`config.mk`:
```
export PLATFORM = sky130hd
export DESIGN_NAME = serial_receiver
export DESIGN_NICKNAME = d
export VERILOG_FILES = /design/src/rtl/serial_receiver.sv
export SDC_FILE = /design/constraint.sdc
export NUM_CORES = 1
export LEC_CHECK = 0
export CAP_MARGIN = 30
export CORE_MARGIN = 3
export CORE_UTILIZATION = 56
export CTS_CLUSTER_DIAMETER = 120
export DETAILED_ROUTE_END_ITERATION = 12
export GPL_ROUTABILITY_DRIVEN = 0
export GPL_TIMING_DRIVEN = 0
export PLACE_DENSITY = 0.78
export SLEW_MARGIN = 20
export SYNTH_ARGS = -nofsm -noshare
export SYNTH_HDL_FRONTEND = slang
export SYNTH_SLANG_ARGS = --single-unit
```
`constraint.sdc`:
```
create_clock -name clockpulse -period 2.7 [get_ports clockpulse]
set_input_delay 0.405 -clock clockpulse [delete_from_list [all_inputs] [get_ports clockpulse]]
set_output_delay 0.405 -clock clockpulse [all_outputs]
set_load 0.005 [all_outputs]
```
`src/rtl/serial_receiver.sv`:
```
// serial_receiver: start/data/[parity]/stop UART-style deserializer, one bit per clock edge; optional even parity via SERIAL_RECEIVER_PARITY_EN
module serial_receiver #(
  parameter int WIDTH = 8
) (
  input  logic             clockpulse,
  input  logic             clear_,
  input  logic             data,
  output logic [WIDTH-1:0] word,
  output logic             word_valid,
  input  logic             word_ready,
  output logic             framing_error,
  output logic             overrun,
  output logic             parity_error
);
  localparam int CW = $clog2(WIDTH);
  localparam logic [CW-1:0] LAST = CW'(WIDTH - 1);
`ifdef SERIAL_RECEIVER_PARITY_EN
  typedef enum logic [1:0] {IDLE, DATA, PARITY, STOP} state_t;
  logic par;
`else
  typedef enum logic [1:0] {IDLE, DATA, STOP} state_t;
  assign parity_error = 1'b0;
`endif
  state_t          state;
  logic [CW-1:0]   cnt;
  logic [WIDTH-1:0] shreg;
  // frame FSM with registered word handshake and error flags
  always_ff @(posedge clockpulse or negedge clear_) begin
    if (!clear_) begin
      state         <= IDLE;
      cnt           <= '0;
      shreg         <= '0;
      word          <= '0;
      word_valid    <= 1'b0;
      framing_error <= 1'b0;
      overrun       <= 1'b0;
`ifdef SERIAL_RECEIVER_PARITY_EN
      par           <= 1'b0;
      parity_error  <= 1'b0;
`endif
    end else begin
      framing_error <= 1'b0;
`ifdef SERIAL_RECEIVER_PARITY_EN
      parity_error  <= 1'b0;
`endif
      if (word_valid && word_ready) word_valid <= 1'b0;
      case (state)
        IDLE: if (!data) begin
          state <= DATA;
          cnt   <= '0;
        end
        DATA: begin
          shreg[cnt] <= data;
          cnt        <= cnt + CW'(1);
`ifdef SERIAL_RECEIVER_PARITY_EN
          if (cnt == LAST) state <= PARITY;
`else
          if (cnt == LAST) state <= STOP;
`endif
        end
`ifdef SERIAL_RECEIVER_PARITY_EN
        PARITY: begin
          par   <= data;
          state <= STOP;
        end
`endif
        STOP: begin
          state <= IDLE;
          if (!data) framing_error <= 1'b1;
`ifdef SERIAL_RECEIVER_PARITY_EN
          else if (^{shreg, par}) parity_error <= 1'b1;
`endif
          else if (!word_valid || word_ready) begin
            word       <= shreg;
            word_valid <= 1'b1;
          end else overrun <= 1'b1;
        end
        default: state <= IDLE;
      endcase
    end
  end
endmodule

```
==> flow_summary.toml, run 1 <==
[cts]
htree_levels = 1
cts_tree = "done"
path_clk_slew_ns = 0.13
cts_resized = 0
cts_sinks = 24
root_buffer = "clkbuf_4"
clockBufferDepth = 2
cts_setup_buffers = 0
holdBufCountCts = 0
cts_buffers = 3
clock_latency_ns = 0.31

[grt]
antenna_found_initial = 0
grt_overflow = 0
grt.total_usage = 0.159
grt_max_degree = 18
grt_pass1_wl_um = 2900
grt_pass1_vias = 653

[drt]
routedWlPerCell_um = 14.4
via_per_inst = 5.20
routed_wirelength_um = 1680
ant_nets = 0
vias = 608
initialDrtViolationCount = 0
drtPass1Iterations = 1
drc = 0

[finish]
finalInstanceArea_um2 = 1320
layout-drive-gt1-share = 0.304
area_delta_synth_final_pct = 21.7
num_antenna_cells = 0
final_cell_mix = "24 x dfrtp_1, 14 x clkdlybuf4s50_1, 8 x mux2_4, 5 x mux2_1"
nNetsFinal = 99
final_common_cell = "dfrtp_1"

[placed_design]
dp_hpwl_um = 1220
placed_cell_area_um2 = 1280
port_buffers = 14

[power_and_ir_drop]
ir_worst_vdd_mv = 0.621
seq_power_share = 0.453
netSwitchingFraction = 0.293
cellPowerDensity_nw_per_um2 = 1020
power_mw = 1.34
p_sw_mw = 0.395
power_frac_comb = 0.406
p_leak_nw = 0.609
internal-power_mw = 0.950
power_frac_clock = 0.141

[logic_synthesis]
synth_edf_count = 0
yosys.area.top_type = "dfrtp_1"
netlist-cell-type-count = 28
syn_area_per_cell_um2 = 14.9
syn_nets = 79
synth_area_leaders = "dfrtp_1 55%, mux2_4 11%, mux2_1 5.2%, mux2_2 3.1%, ha_1 2.3%"
yosys_warnings = 0
synthFlopType = "dfrtp_1"
ys_seq_elements = 24
synthCells = 73
syn_area_um2 = 1090
yosysSeqAreaShare = 0.553
synthDominantCellAreaShare = 0.553
async_reset_ff_frac = 1.00

[critical_path]
cp_max_fo = 2
cp_slowest_cell = "clkdlybuf4s50_1"
r2r.worst_path.cells = 4
arrival_ns = 1.21
slowest_delay_ns = 0.52
reg2reg_from = "state[0]"
path_cells = "clkdlybuf4s50_1"
critical_path.endpoint_type = "output port"
path_delay_family = "buffers and inverters"
ff2ff_setup_slack_ns = 1.25
crit_required_ns = 2.30
cp.depth = 1
r2r_end = "word[7]"
path_class = "register to output port"
start_kind = "register"
cp.buffers_inverters = 1

[floorplanning]
die_y_um = 50.0
io_pins = 16
fp-row-count = 15
start_util = 0.609
die_area_um2 = 2500
coreArea_um2 = 1780
die_w_um = 50.0

[sta]
max_freq_ghz = 0.619
layout_min_cycle_time_ns = 1.62
fin_crit_sh = 0.598
setup_tns_ns = 0
hold_viol_final = 0
finClkSkew_ns = 0.00120
setup_violations = 0
drv_slew = 0
rsz0062_at_grt = "false"

[status]
status = "completed"

[min_path]
worstHoldPathType = "input port to async pin"

[run]
cap_viol_max_count = 0
==> sequential cells by signal, indices dropped and copies added, names as in the netlist <==
name	cells
framing_error	1
word_valid	1
overrun	1
word	8
shreg	8
state	2
cnt	3
==> power by group through the flow <==
| stage | combinational (mW) | sequential [mW] | clock, mW |
|---|---|---|---|
| finish | 0.546 | 0.609 | 0.189 |
| global route | 0.593 | 0.630 | 0.213 |
| CTS | 0.553 | 0.612 | 0.197 |
| detailed placement | 0.550 | 0.620 | 0 |
| global placement | 0.527 | 0.609 | 0 |
| floorplan | 0.365 | 0.603 | 0 |
==> synthesized netlist by cell type, drive strengths merged (2+ instances only) <==
library cell	n
a21o	2
a22o	2
buf	5
dfrtp	24
ha	2
mux2	16
nand2	2
nand3b	4
nor2b	2
nor3b	4
==> area by class of cell <==
class	count	area [µm²]
Timing Repair Buffer	15	168
Clock buffer	4	36.3
Buffer	5	53.8
Sequential cell	24	601
Fill cell	122	462
Inverter	1	3.75
Tap cell	25	31.3
Multi-Input combinational cell	43	428
==> per-layer routing <==
| metal | vias up | global-route usage | part of all wire |
|---|---|---|---|
| li1 | 293 | - | - |
| met1 | 298 | 0.187 | 0.46 |
| met2 | 12 | 0.259 | 0.48 |
| met3 | 5 | 0.0272 | 0.030 |
| met4 | 0 | 0.111 | 0.029 |
| met5 | - | 0 | 0 |
==> kinds of logic (layout without fill, tap and decap cells) <==
| family | Yosys count | in the layout | synth area share |
|---|---|---|---|
| fa+ha+maj | 2 | 2 | 0.0230 |
| simple gates | 18 | 18 | 0.131 |
| buf+inv | 6 | 25 | 0.0530 |
| other cells | 1 | 1 | 0.00345 |
| compound gates | 6 | 6 | 0.0426 |
| flops | 24 | 24 | 0.553 |
| mux | 16 | 16 | 0.194 |
==> per-stage QoR <==
stage          std cells  setup WS [ns]   util  hold WS, ns
2_1_floorplan         73           1.37      -        0.109
3_3_place_gp         112          0.953  0.705        0.460
3_5_place_dp         113          0.939  0.721        0.474
4_1_cts              117           1.05  0.741        0.390
5_1_grt              117           1.02  0.741        0.392
6_report             117           1.08  0.741        0.391
==> worst max-delay path by stage <==
stage,start,to,slack (ns)
4_1_cts,word[7],word[7],1.05
3_3_place_gp,data,word[3],0.95
5_1_grt,word[7],word[7],1.02
2_1_floorplan,state[0],word[0],1.37
3_5_place_dp,word_ready,word[7],0.94
6_report,word[7],word[7],1.08
No activity file was read; power rests on OpenSTA's default activity.
==> run 2, diff against run 1 <==
Settings changed: CORE_UTILIZATION 56 to 52, PLACE_DENSITY 0.78 to 0.73.
Clock period 2.7 ns to 1.7 ns, I/O delays scaled along.
==> run 2 against run 1 <==
Effect of this change:
- global-route usage shrank 1.4 points
- via count decreased by 2.3%
- largest cell class unchanged
- core utilization decreased by 2.9 points
- critical path type unchanged
- cell count unchanged
==> flow_summary.toml, run 2 (synthesis results as in run 1) <==
[grt]
grt_overflow = 0
grt_pass1_vias = 592
grt.total_usage = 0.144
grt_pass1_wl_um = 2770
grt_max_degree = 16
antenna_found_initial = 0

[cts]
cts_setup_buffers = 0
htree_levels = 1
holdBufCountCts = 0
clock_latency_ns = 0.31
path_clk_slew_ns = 0.13
root_buffer = "clkbuf_4"
cts_buffers = 3
clockBufferDepth = 2
cts_sinks = 24
cts_tree = "done"
cts_resized = 0

[finish]
final_common_cell = "dfrtp_1"
final_cell_mix = "24 x dfrtp_1, 14 x clkdlybuf4s50_1, 8 x mux2_4, 5 x mux2_1"
ff_latch_area_um2 = 601
nNetsFinal = 99
largestRegisters = "shreg (8), word (8), cnt (3)"
layout-drive-gt1-share = 0.304
multi_input_area_um2 = 428
area_delta_synth_final_pct = 20.5
fillers = 145
num_antenna_cells = 0

[sta]
drv_slew = 0
rsz0062_at_grt = "false"
layout_min_cycle_time_ns = 1.45
fin_crit_sh = 0.853
finClkSkew_ns = 0.00475
setup_tns_ns = 0
max_freq_ghz = 0.690
hold_viol_final = 0
setup_violations = 0

[drt]
routed_wirelength_um = 1640
ant_nets = 0
vias = 594
initialDrtViolationCount = 7
routedWlPerCell_um = 14.0
drtPass1Iterations = 2
drc = 0
via_per_inst = 5.08

[run]
cap_viol_max_count = 0

[power_and_ir_drop]
power_mw = 2.12
p_leak_nw = 0.604
cellPowerDensity_nw_per_um2 = 1620
ir_worst_vdd_mv = 0.899

[critical_path]
ff2ff_setup_slack_ns = 0.25
slowest_delay_ns = 0.50
start_kind = "register"
cp_slowest_cell = "clkdlybuf4s50_1"
cp.buffers_inverters = 1
r2r_end = "word[0]"
reg2reg_from = "state[0]"
path_class = "register to output port"
arrival_ns = 1.19
cp_max_fo = 2
critical_path.endpoint_type = "output port"
r2r.worst_path.cells = 4
crit_required_ns = 1.44
path_cells = "clkdlybuf4s50_1"
path_delay_family = "buffers and inverters"

[floorplanning]
start_util = 0.590
die_w_um = 51.7
io_pins = 16
die_y_um = 51.7
die_area_um2 = 2670
fp-row-count = 15
coreArea_um2 = 1840

[placed_design]
port_buffers = 14
dp_hpwl_um = 1220

[status]
status = "completed"

[min_path]
worstHoldPathType = "input port to async pin"
run 2: cell count changes in the layout (fill, tap and decap cells not counted):
cell    delta
buf_16     -1
buf_8      +1
run 2: layout make-up:
cell class / count / area share
multi-input cells: 43 / 0.327
inverters: 1 / 0.00287
repair buffers: 15 / 0.119
plain buffers: 5 / 0.0411
flip-flops and latches: 24 / 0.459
clock buffers: 4 / 0.0277
well taps: 25 / 0.0239
run 2: metal layers:
metal | wire, µm | GRT usage
met1 | 793 | 0.194
met5 | 0 | 0
met4 | 23 | 0.0524
met3 | 50 | 0.0258
met2 | 775 | 0.233
run 2: per-stage QoR:
step	hold slack (ns)	instances	util	instance area [µm²]	setup slack, ns
2_1_floorplan	-0.0406	73	-	1090	0.370
3_3_place_gp	0.460	112	0.684	1260	0.106
3_5_place_dp	0.462	113	0.692	1270	0.0918
4_1_cts	0.259	117	0.712	1310	0.231
5_1_grt	0.275	117	0.712	1310	0.195
6_report	0.253	117	0.712	1310	0.250
run 2: worst max-delay path by stage:
| stage | endpoint | slack (ns) | depth (start not counted) | start |
|---|---|---|---|---|
| final | word[3] | 0.25 | 1 | word[3] |
| after global routing | word[7] | 0.20 | 1 | word[7] |
| after CTS | word[3] | 0.23 | 1 | word[3] |
| after detailed placement | word[5] | 0.09 | 5 | word_ready |
| after global placement | word[3] | 0.11 | 5 | data |
| after floorplan | word[0] | 0.37 | 4 | state[0] |
run 2: power breakdown:
part / total, mW / switching, mW / leakage, nW / internal, mW
clock: 0.298 / 0.167 / 0.0210 / 0.131
combinational: 0.857 / 0.288 / 0.286 / 0.569
sequential: 0.962 / 0.156 / 0.297 / 0.806
